**src/rtl/sevenseg_pkg.sv**
```systemverilog
// Shared constants and types for the seven-segment capture block:
// digit glyph patterns, segment bit positions, geometry and FSM states.
package sevenseg_pkg;

  localparam int NUM_DIGITS = 8;
  localparam int CODE_W     = 4;
  localparam int IDX_W      = $clog2(NUM_DIGITS);

  // Segment line positions inside an 8-bit ENS word: [7:1] = a..g, [0] = dp
  localparam int SEG_LIT_LSB = 1;
  localparam int SEG_DP_BIT  = 0;
  localparam logic [7:0] DP_MASK = 8'h01 << SEG_DP_BIT;

  // Lit-segment patterns (a..g, a in the MSB) for each glyph
  localparam logic [6:0] SEG_BLANK = 7'h00;
  localparam logic [6:0] SEG_0 = 7'h7E;
  localparam logic [6:0] SEG_1 = 7'h30;
  localparam logic [6:0] SEG_2 = 7'h6D;
  localparam logic [6:0] SEG_3 = 7'h79;
  localparam logic [6:0] SEG_4 = 7'h33;
  localparam logic [6:0] SEG_5 = 7'h5B;
  localparam logic [6:0] SEG_6 = 7'h5F;
  localparam logic [6:0] SEG_7 = 7'h70;
  localparam logic [6:0] SEG_8 = 7'h7F;
  localparam logic [6:0] SEG_9 = 7'h7B;
  localparam logic [6:0] SEG_A = 7'h77;
  localparam logic [6:0] SEG_B = 7'h1F;
  localparam logic [6:0] SEG_C = 7'h4E;
  localparam logic [6:0] SEG_D = 7'h3D;
  localparam logic [6:0] SEG_E = 7'h4F;
  localparam logic [6:0] SEG_F = 7'h47;

  typedef enum logic [1:0] {
    ST_IDLE,
    ST_COLLECT,
    ST_PUBLISH
  } frame_state_t;

  // Place a 7-bit glyph into its position within an 8-bit ENS word (dp = 0)
  function automatic logic [7:0] seg_pat(input logic [6:0] s);
    return {1'b0, s} << SEG_LIT_LSB;
  endfunction

  function automatic logic is_one_hot(input logic [NUM_DIGITS-1:0] v);
    return (v != '0) && ((v & (v - 1'b1)) == '0);
  endfunction

  function automatic logic [IDX_W-1:0] one_hot_index(input logic [NUM_DIGITS-1:0] v);
    logic [IDX_W-1:0] idx;
    idx = '0;
    for (int i = 0; i < NUM_DIGITS; i++) begin
      if (v[i]) idx = IDX_W'(i);
    end
    return idx;
  endfunction

endpackage

```
**src/rtl/sevenseg_capture_seg_decode.sv**
```systemverilog
// Combinational glyph decoder: one captured ENS word -> {code, ok, blank}.
// Define SEVENSEG_CAPTURE_HEX_EN to also recognise the A..F glyphs.
module seg_decode
  import sevenseg_pkg::*;
(
  input  logic [7:0]        pat,
  output logic [CODE_W-1:0] code,
  output logic              ok,
  output logic              blank
);

  logic [7:0] lit;

  // Mask the decimal point, then match the remaining segments against the glyph table
  always_comb begin
    lit   = pat & ~DP_MASK;
    code  = 4'hF;
    ok    = 1'b0;
    blank = 1'b0;
    if (lit == seg_pat(SEG_BLANK)) begin
      code  = 4'h0;
      blank = 1'b1;
    end else begin
      case (lit)
        seg_pat(SEG_0): begin code = 4'h0; ok = 1'b1; end
        seg_pat(SEG_1): begin code = 4'h1; ok = 1'b1; end
        seg_pat(SEG_2): begin code = 4'h2; ok = 1'b1; end
        seg_pat(SEG_3): begin code = 4'h3; ok = 1'b1; end
        seg_pat(SEG_4): begin code = 4'h4; ok = 1'b1; end
        seg_pat(SEG_5): begin code = 4'h5; ok = 1'b1; end
        seg_pat(SEG_6): begin code = 4'h6; ok = 1'b1; end
        seg_pat(SEG_7): begin code = 4'h7; ok = 1'b1; end
        seg_pat(SEG_8): begin code = 4'h8; ok = 1'b1; end
        seg_pat(SEG_9): begin code = 4'h9; ok = 1'b1; end
`ifdef SEVENSEG_CAPTURE_HEX_EN
        seg_pat(SEG_A): begin code = 4'hA; ok = 1'b1; end
        seg_pat(SEG_B): begin code = 4'hB; ok = 1'b1; end
        seg_pat(SEG_C): begin code = 4'hC; ok = 1'b1; end
        seg_pat(SEG_D): begin code = 4'hD; ok = 1'b1; end
        seg_pat(SEG_E): begin code = 4'hE; ok = 1'b1; end
        seg_pat(SEG_F): begin code = 4'hF; ok = 1'b1; end
`endif
        default: begin code = 4'hF; ok = 1'b0; end
      endcase
    end
  end

endmodule

```
**src/rtl/sevenseg_capture.sv**
```systemverilog
// Receive side of the 8-digit multiplexed seven-segment driver: samples the
// scanned COM/ENS lines, rebuilds the per-digit patterns, and publishes a
// decoded frame with a one-cycle strobe. Optional macro SEVENSEG_CAPTURE_HEX_EN
// enables A..F glyph decoding in seg_decode.
module sevenseg_capture
  import sevenseg_pkg::*;
#(
  parameter int STABLE_CYC     = 4,
  parameter int TIMEOUT_CYC    = 65536,
  parameter bit COM_ACTIVE_LOW = 1'b0,
  parameter bit ENS_ACTIVE_LOW = 1'b0
) (
  input  logic        iCLK,
  input  logic        nRST,
  input  logic [7:0]  iS_COM,
  input  logic [7:0]  iS_ENS,
  output logic [63:0] oSEG_PAT,
  output logic [31:0] oCODE,
  output logic [7:0]  oCODE_OK,
  output logic [7:0]  oBLANK,
  output logic        oFRAME_VALID,
  output logic        oCHANGED,
  output logic        oDARK
);

  localparam int DWELL_W = $clog2(STABLE_CYC + 1);
  localparam int TO_W    = $clog2(TIMEOUT_CYC + 1);
  localparam logic [DWELL_W-1:0] DWELL_MAX = DWELL_W'(STABLE_CYC);
  localparam logic [TO_W-1:0]    TO_LAST   = TO_W'(TIMEOUT_CYC - 1);
  localparam logic [TO_W-1:0]    TO_MAX    = TO_W'(TIMEOUT_CYC);

  logic [7:0] com_q, ens_q, com_prev, ens_prev;
  logic [NUM_DIGITS-1:0] com_n;
  logic [7:0] ens_n;
  logic sample_valid, sample_same, capture, captured_q, timeout_hit, publish;
  logic [DWELL_W-1:0] dwell_q, dwell_d;
  logic [TO_W-1:0] to_cnt_q;
  logic [NUM_DIGITS-1:0][7:0] slot_q;
  logic [NUM_DIGITS-1:0] seen_q, seen_d;
  frame_state_t state_q, state_d;
  logic [NUM_DIGITS-1:0][CODE_W-1:0] dec_code;
  logic [NUM_DIGITS-1:0] dec_ok, dec_blank;

  assign com_n = com_q ^ {8{COM_ACTIVE_LOW}};
  assign ens_n = ens_q ^ {8{ENS_ACTIVE_LOW}};

  // Register the scan lines once, keeping the previous sample for change detection
  always_ff @(posedge iCLK or negedge nRST) begin
    if (!nRST) begin
      com_q    <= '0;
      ens_q    <= '0;
      com_prev <= '0;
      ens_prev <= '0;
    end else begin
      com_q    <= iS_COM;
      ens_q    <= iS_ENS;
      com_prev <= com_q;
      ens_prev <= ens_q;
    end
  end

  // Dwell tracking: count identical one-hot samples, capture once on reaching STABLE_CYC
  always_comb begin
    sample_valid = is_one_hot(com_n);
    sample_same  = (com_q == com_prev) && (ens_q == ens_prev) && (dwell_q != '0);
    dwell_d      = '0;
    if (sample_valid) begin
      if (!sample_same)             dwell_d = DWELL_W'(1);
      else if (dwell_q != DWELL_MAX) dwell_d = dwell_q + 1'b1;
      else                           dwell_d = dwell_q;
    end
    capture     = sample_valid && (dwell_d == DWELL_MAX) && !(sample_same && captured_q);
    timeout_hit = !capture && (to_cnt_q == TO_LAST);
  end

  // Dwell counter, one-capture-per-dwell flag, slot storage and timeout tracking
  always_ff @(posedge iCLK or negedge nRST) begin
    if (!nRST) begin
      dwell_q    <= '0;
      captured_q <= 1'b0;
      slot_q     <= '0;
      to_cnt_q   <= '0;
      oDARK      <= 1'b0;
    end else begin
      dwell_q <= dwell_d;
      if (capture)           captured_q <= 1'b1;
      else if (!sample_same) captured_q <= 1'b0;
      if (capture) slot_q[one_hot_index(com_n)] <= ens_n;
      if (capture)                to_cnt_q <= '0;
      else if (to_cnt_q != TO_MAX) to_cnt_q <= to_cnt_q + 1'b1;
      if (capture)          oDARK <= 1'b0;
      else if (timeout_hit) oDARK <= 1'b1;
    end
  end

  // Frame assembly FSM state register and seen mask
  always_ff @(posedge iCLK or negedge nRST) begin
    if (!nRST) begin
      state_q <= ST_IDLE;
      seen_q  <= '0;
    end else begin
      state_q <= state_d;
      seen_q  <= seen_d;
    end
  end

  // Next-state: collect digits until all are seen, publish for one cycle; timeout forces idle
  always_comb begin
    state_d = state_q;
    seen_d  = seen_q;
    publish = 1'b0;
    case (state_q)
      ST_IDLE: begin
        if (capture) begin
          seen_d  = com_n;
          state_d = ST_COLLECT;
        end
      end
      ST_COLLECT: begin
        seen_d = seen_q | (capture ? com_n : '0);
        if (seen_d == '1) state_d = ST_PUBLISH;
      end
      ST_PUBLISH: begin
        publish = 1'b1;
        seen_d  = capture ? com_n : '0;
        state_d = capture ? ST_COLLECT : ST_IDLE;
      end
      default: begin
        seen_d  = '0;
        state_d = ST_IDLE;
      end
    endcase
    if (timeout_hit) begin
      seen_d  = '0;
      state_d = ST_IDLE;
    end
  end

  for (genvar g = 0; g < NUM_DIGITS; g++) begin : g_dec
    seg_decode u_dec (
      .pat  (slot_q[g]),
      .code (dec_code[g]),
      .ok   (dec_ok[g]),
      .blank(dec_blank[g])
    );
  end

  // Published outputs: copy slots and their decodes on publish, otherwise hold
  always_ff @(posedge iCLK or negedge nRST) begin
    if (!nRST) begin
      oSEG_PAT     <= '0;
      oCODE        <= '0;
      oCODE_OK     <= '0;
      oBLANK       <= 8'hFF;
      oFRAME_VALID <= 1'b0;
      oCHANGED     <= 1'b0;
    end else begin
      oFRAME_VALID <= publish;
      if (publish) begin
        oSEG_PAT <= slot_q;
        oCODE    <= dec_code;
        oCODE_OK <= dec_ok;
        oBLANK   <= dec_blank;
        oCHANGED <= (slot_q != oSEG_PAT);
      end
    end
  end

endmodule
```
**config.mk**
```make
export PLATFORM = sky130hd
export DESIGN_NAME = sevenseg_capture
export DESIGN_NICKNAME = d
export VERILOG_FILES = /design/src/rtl/sevenseg_pkg.sv /design/src/rtl/sevenseg_capture_seg_decode.sv /design/src/rtl/sevenseg_capture.sv
export SDC_FILE = /design/constraint.sdc
export NUM_CORES = 1
export LEC_CHECK = 0
export ABC_CLOCK_PERIOD_IN_PS = 3150
export CAP_MARGIN = 20
export CORE_AREA = 2 2 202 144
export DETAILED_ROUTE_END_ITERATION = 7
export DIE_AREA = 0 0 204 146
export GPL_TIMING_DRIVEN = 0
export PLACE_DENSITY = 0.65
export SLEW_MARGIN = 25
export SYNTH_ARGS = -nofsm -noshare
export SYNTH_HDL_FRONTEND = slang
export SYNTH_HIERARCHICAL = 1
export SYNTH_SLANG_ARGS = --single-unit
export TNS_END_PERCENT = 20
```
**constraint.sdc**
```tcl
create_clock -name iCLK -period 3.15 [get_ports iCLK]
set_input_delay 0.63 -clock iCLK [delete_from_list [all_inputs] [get_ports iCLK]]
set_output_delay 0.63 -clock iCLK [all_outputs]
set_load 0.02 [all_outputs]
```
==> key figures, run 1 <==
Critical path
  • Crit path DAT: 3470 ps
  • CP max FO: 9
  • Worst-path cell with the longest stage delay: or4_4
  • Crit. End Element: flop
  • Critical path launch point type: flop
  • Worst-path cell chain: clkbuf_4, xor2_1, nor4_2, nand4_1, or4_4, nor4_4, and4b_1, buf_6, mux2_1
  • Reg2Reg Depth: 9
  • Crit Path Category: reg2reg
  • Critical Path RT: 3550 ps
  • CP max stage delay: 480 ps

Layout
  • Commonest non-fill, non-tap cell in the layout: dfrtp_1
  • Fillcell total: ~2,500
  • Final Non-Filler Cells: 1,633
  • # diodes: 0
  • Most frequent cells in the layout: 234 x dfrtp_1, 159 x mux2_2, 131 x clkdlybuf4s50_1
  • Area Overhead vs Synth: 22.6%
  • Final instance area: 15,200 sq um
  • Final nets: 1,266
  • Share of layout cells above drive strength 1: 0.244

Logic synthesis
  • Mapped Area: approximately 12,000 sq um
  • Most common flop cell mapped by yosys: dfrtp_1
  • Post-synth top area share: 0.472
  • Ys Warns: 6
  • Asr flop ratio synth: 1.00
  • Post-synth EDFFs: 0
  • Synth area leader: dfrtp_1
  • Yosys reg bits: 242
  • Distinct cell type count after synthesis: 58
  • Seq/Total Area, Yosys: 0.489
  • Mapped Nets: 1,102
  • Largest cells by area after synthesis: dfrtp_1 47%, mux2_2 14%, xor2_1 4.0%
  • Syn Inst Count: 1,079
  • Syn_area_per_cell: ~11 sq um

STA
  • Rel. slew slack: 0.361
  • Fin crit share: 0.975
  • Slew of the pin with the lowest slew margin: approximately 960 ps
  • Max Fclk: 0.326 GHz
  • Max-slew violations: 0
  • Setup Skew: 16.7 ps
  • Unrepaired setup endpoints after global routing: false
  • Endpoints failing setup: 0
  • Tmin final: 3070 ps
  • Final hold vios: 0

Clock tree
  • Htree depth: 1
  • Clk buf depth: 3
  • CTS Hold Buffers Added: 0
  • Skew-Pair Late Insertion Delay: 530 ps
  • Clock slew at reported path FFs: around 60 ps
  • TritonCTS Sinks: 242
  • CTS root buffer: clkbuf_16
  • TritonCTS clock tree: built
  • CTS buffer count: 26

Global route
  • Vias in the first global route: 8,667
  • Total track usage: 0.215
  • Largest net degree at the start of global routing: 92
  • Gr ovfl total: 0
  • Initial antenna violation count: 0
  • First-pass GRT wire length: 50,300 um

Placement
  • Placed Cells: ~1,600
  • Hpwl dp: approximately 23,000 um
  • Cell Area, Placed: 14,200 sq um
  • PortBufs: 132
  • GP Congestion: 0.853

Floorplan
  • Die height: 146 um
  • DIE AREA: between 20,000 and 30,000 sq um
  • Core area: 27,700 sq um
  • IO Count: 133
  • Chip Width: 204 um
  • Core Rows: slightly above 50
  • Initial Utilization: 0.448

Detailed routing
  • Drt pass-1 iters: 5
  • Via Count: 9,158
  • WL final: 32,300 um
  • Vias per cell: about 5.6
  • DRC Markers: 0
  • DR iter-0 viols: 676
  • Final ANT Viol Nets: 0
  • Drt wl/cell: 19.8 um

Flow run
  • Max cap viols: 0

Run status
  • Status: finished, final reports clean

Pwr
  • P_sw: 1380 uW
  • Power Internal: 5070 uW
  • Seq pwr share: 0.488
  • Combinational fraction of design power: 0.026
  • Peak VDD IR: between 0.3 and 0.4 mV
  • Clk pwr share: 0.486
  • Leakage power: 0.00701 uW
  • Net Sw Frac: 0.214
  • P per Cell Area: 424 nW/um^2

Min path
  • HP Class: in2async
[per-stage QoR]
step	power (uW)	setup WS [ps]	TNS [ps]	hold WS, ps	utilization
floorplan	3250	427	0	334	-
global placement	3360	-9060	-2173790	353	0.512
detailed placement	3370	-319	-14410	357	0.514
CTS	6530	16.4	0	110	0.547
global route	6670	3.76	0	143	0.549
finish	6450	78.9	0	88.0	0.549
[critical path: cells and delay by family (launching register included)]
kind	cells	cell delay, ps
muxes	1	330
DFF	1	370
and+or+nand+nor	5	1690
xor gates and xnor gates	1	180
buffers and inverters	2	370
[worst paths after layout]
path | startpoint | to | slack, ps
min in group iCLK | com_n[2] | com_prev[2] | 370
max in group asynchronous | nRST | oBLANK[0] | 2140
max | ens_n[7] | slot_q[1] | 80
min | nRST | com_n[7] | 90
max reg2reg | ens_n[7] | slot_q[1] | 80
min reg2reg | com_n[2] | com_prev[2] | 370
[cell families (layout without fill, tap and decap cells)]
logic type,Yosys count,in the layout,share of synthesized area
simple gates,289,289,0.137
mux,166,166,0.151
buf+inv,99,282,0.0403
compound gates,185,185,0.112
xor+xnor,93,93,0.0657
flops,242,242,0.489
fa+ha+maj,5,5,0.00505
[synth_stat cells (all sizes together) (10+ instances only)]
| master | count |
|---|---|
| a21oi | 32 |
| a22o | 17 |
| buf | 41 |
| dfrtp | 234 |
| nor2 | 50 |
| clkbuf | 27 |
| and3 | 26 |
| nor4b | 17 |
| xor2 | 57 |
| a211oi | 10 |
| nor2b | 17 |
| xnor2 | 36 |
| nor3 | 19 |
| nand4 | 14 |
| and4b | 25 |
| nor4 | 19 |
| o21ai | 35 |
| o211ai | 16 |
| nand2 | 59 |
| o21bai | 24 |
| mux2 | 166 |
| nand3 | 25 |
| inv | 31 |
[what timing repair did]
| action | CTS | global route |
|---|---|---|
| gates resized for setup | 9 | 17 |
| gates cloned | 0 | 0 |
| pin swaps | 1 | 3 |
| buffers inserted | 0 | 2 |
| setup endpoints to repair | 86 | 62 |
[per-layer routing]
layer,routed length (um),vias up,share of wire,track usage
li1,-,4275,-,-
met1,16300,4565,0.50,0.341
met2,13700,270,0.43,0.310
met3,1680,48,0.052,0.0305
met4,614,0,0.019,0.0457
met5,0,-,0,0
[state kept, by name, summed over array words and instances, names as in the netlist, 17 cells and up]
| name | flops |
|---|---|
| oCODE | 32 |
| slot_q | 64 |
| oSEG_PAT | 64 |
| to_cnt_q | 17 |
[power groups by stage]
stage	clock, uW	sequential (uW)	combinational (uW)
after floorplan	0	3200	46.6
after global placement	0	3210	154
after detailed placement	0	3200	165
after CTS	3210	3150	168
after global routing	3330	3150	189
final	3130	3150	168
[layout make-up]
class / count / area (sq um) / share of cell area
clock inverter: 8 / 123 / 0.00807
timing repair buffer: 136 / 1400 / 0.0918
multi-input combinational: 738 / 5880 / 0.387
tap: 371 / 464 / 0.0305
clock buffer: 39 / 751 / 0.0494
sequential: 242 / 6070 / 0.399
buffer: 68 / 407 / 0.0267
inverter: 31 / 116 / 0.00765
Note: power is estimated with default switching activity, not from simulation.
==> run 2, diff against run 1 <==
SLEW_MARGIN = 20   (was 25)
==> run 2 against run 1 <==
Against the previous run:
- maximum frequency is 0.39% lower
- core utilization is 0.17 points higher
- worst setup slack worse by 12 ps
- design area is 0.31% higher
- hold slack worse by 5.9 ps
- power is 2.5% higher
- critical path depth stayed put
- sequential cell count stayed put
- register-to-register slack hardly changed
- clock skew hardly changed
- largest cell class unchanged
==> key figures, run 2 (synthesized netlist as in run 1, its figures left out) <==
Placement
  • Worst slack at placement: -329 ps (-9.94 ps)
  • PortBufs: 132 (unchanged)
  • Hpwl dp: 23,100 um (-0.25%)
  • Placed Cells: 1,584 (unchanged)
  • GP Congestion: 0.853 (unchanged)
  • Cell Area, Placed: 14,200 sq um (unchanged)

STA
  • Unrepaired setup endpoints after global routing: true
  • Endpoints failing setup: 0 (unchanged)
  • Setup Skew: 16.7 ps (-0.00910 ps)
  • Rel. slew slack: 0.359 (-0.00178)
  • Tmin final: 3080 ps (+12.2 ps)
  • Worst setup margin: 66.7 ps (-12.2 ps)
  • Fin crit share: 0.979 (+0.00386)
  • Slew of the pin with the lowest slew margin: 961 ps (+2.68 ps)
  • Fin Hold WS: 82.1 ps (-5.90 ps)
  • Max Fclk: 0.324 GHz (-0.39%)
  • Max-slew violations: 0 (unchanged)
  • Post-route setup TNS: 0 ps (unchanged)
  • Final hold vios: 0 (unchanged)

Critical path
  • Crit Path Category: reg2reg
  • Critical path launch point type: flop
  • Critical Path RT: 3550 ps (about the same)
  • Worst setup startpoint: ens_n[4]
  • Crit path DAT: 3490 ps (+20 ps)
  • Critical Path End: slot_q[7]
  • Worst-path cell with the longest stage delay: or4_4
  • Worst-path cell chain: clkbuf_4, xor2_1, nor4_2, nand4_1, or4_4, nor4_4, and4b_1, buf_6, mux2_1
  • Worst r2r dst: slot_q[7]
  • Crit. End Element: flop
  • Reg2Reg Setup Slack: 70 ps (about the same)
  • Reg2Reg Depth: 9 (unchanged)
  • Worst flop-to-flop path startpoint: ens_n[4]
  • CP max stage delay: 490 ps (about the same)
  • CP max FO: 9 (unchanged)

Global route
  • Gr ovfl total: 0 (unchanged)
  • Initial antenna violation count: 0 (unchanged)
  • Largest net degree at the start of global routing: 96 (+4.3%)
  • Total track usage: 0.216 (+0.000534)
  • First-pass GRT wire length: 50,500 um (+0.43%)
  • Vias in the first global route: 8,697 (+0.35%)

Detailed routing
  • DRC Markers: 0 (unchanged)
  • Final ANT Viol Nets: 0 (unchanged)
  • Drt pass-1 iters: 5 (unchanged)
  • WL final: 32,300 um (+0.19%)
  • Wire length on met2: 13,700 um (about the same)
  • DR iter-0 viols: 567 (-16%)
  • Max layer used: met4
  • WL met3: 1850 um (+10%)
  • Drt wl/cell: 19.8 um (+0.25%)
  • Vias per cell: 5.62 (+0.18%)
  • Wl on met1: 16,200 um (-0.18%)
  • Via Count: 9,169 (+0.12%)

Clock tree
  • TritonCTS clock tree: built
  • Clock slew at reported path FFs: 60 ps (about the same)
  • Htree depth: 1 (unchanged)
  • Clk buf depth: 3 (unchanged)
  • CTS root buffer: clkbuf_16
  • TritonCTS Sinks: 242 (unchanged)
  • CTS buffer count: 26 (unchanged)
  • CTS Hold Buffers Added: 0 (unchanged)
  • Skew-Pair Late Insertion Delay: 530 ps (about the same)

Floorplan
  • Initial Utilization: 0.448 (unchanged)
  • Chip Width: 204 um (unchanged)
  • Core Rows: 51 (unchanged)
  • IO Count: 133 (unchanged)
  • Core area: 27,700 sq um (unchanged)
  • DIE AREA: 29,800 sq um (unchanged)
  • Die height: 146 um (unchanged)

Layout
  • Top flop regs: oSEG_PAT (64), slot_q (64), oCODE (32)
  • Area Overhead vs Synth: 23.0%
  • Commonest non-fill, non-tap cell in the layout: dfrtp_1
  • # diodes: 0 (unchanged)
  • Share of layout cells above drive strength 1: 0.248 (+0.00416)
  • Final instance area: 15,300 sq um (+0.31%)
  • Most frequent cells in the layout: 234 x dfrtp_1, 159 x mux2_2, 131 x clkdlybuf4s50_1
  • Final Non-Filler Cells: 1,632 (-0.061%)
  • Final nets: 1,265 (-0.079%)

Pwr
  • P per Cell Area: 434 nW/um^2 (+2.2%)
  • Peak VDD IR: 0.416 mV (+13%)
  • Leakage power: 0.00703 uW (+0.32%)

Flow run
  • Max cap viols: 0 (unchanged)

Min path
  • HP Class: in2async

Run status
  • Status: finished, final reports clean
run 2: changes by cell type in the layout (fill, tap and decap cells not counted), sizes merged:
cell	change
clkbuf	-7
buf	+3
bufinv	+1
clkinvlp	+3
clkinv	-1
run 2: metal layers:
| layer | vias up | global-route usage |
|---|---|---|
| met5 | - | 0 |
| met1 | 4591 | 0.342 |
| met3 | 40 | 0.0336 |
| met4 | 0 | 0.0435 |
| met2 | 269 | 0.310 |
| li1 | 4269 | - |
run 2: cell type report:
class | instances | area [sq um]
well taps | 371 | 464
multi-input cells | 738 | 5870
clock buffers | 36 | 769
inverters | 31 | 116
repair buffers | 136 | 1400
flip-flops and latches | 242 | 6070
plain buffers | 67 | 402
fillers | 2439 | 12400
clock inverters | 11 | 163
run 2: worst min path at each step:
stage	cells past startpoint	endpoint
after floorplan	0	captured_q
after global placement	0	com_prev[2]
after detailed placement	0	ens_prev[7]
after CTS	1	to_cnt_q[5]
after global routing	1	com_n[3]
final	1	com_n[7]
run 2: through the flow:
stage	power, uW	utilization
3_3_place_gp	3360	0.512
3_5_place_dp	3370	0.514
6_report	6610	0.551
5_1_grt	6830	0.551
2_1_floorplan	3250	-
4_1_cts	6680	0.549
run 2: timing repair:
item,4_1_cts,5_1_grt
hold endpoints to repair,0,0
setup endpoints to repair,74,60
buffers inserted,0,2
gates cloned,0,0
gates resized for setup,8,18
pin swaps,1,4
run 2: power by group:
| part | internal [uW] | total (uW) | switching, uW |
|---|---|---|---|
| clock | 2030 | 3300 | 1270 |
| sequential | 3130 | 3150 | 16.6 |
| combinational | 52.0 | 168 | 116 |
run 2: worst max-delay path: cells and delay by family, from the launching register on:
kind                      cells  cell delay (ps)
and+or+nand+nor               5             1670
muxes                         1              330
DFF                           1              370
buffers and inverters         2              390
xor gates and xnor gates      1              190
==> run 3, diff against run 2 <==
CTS_CLUSTER_SIZE = 14   (was unset)
==> results of run 3 <==
No change in the layout: final DEF, timing and power equal those of run 2.
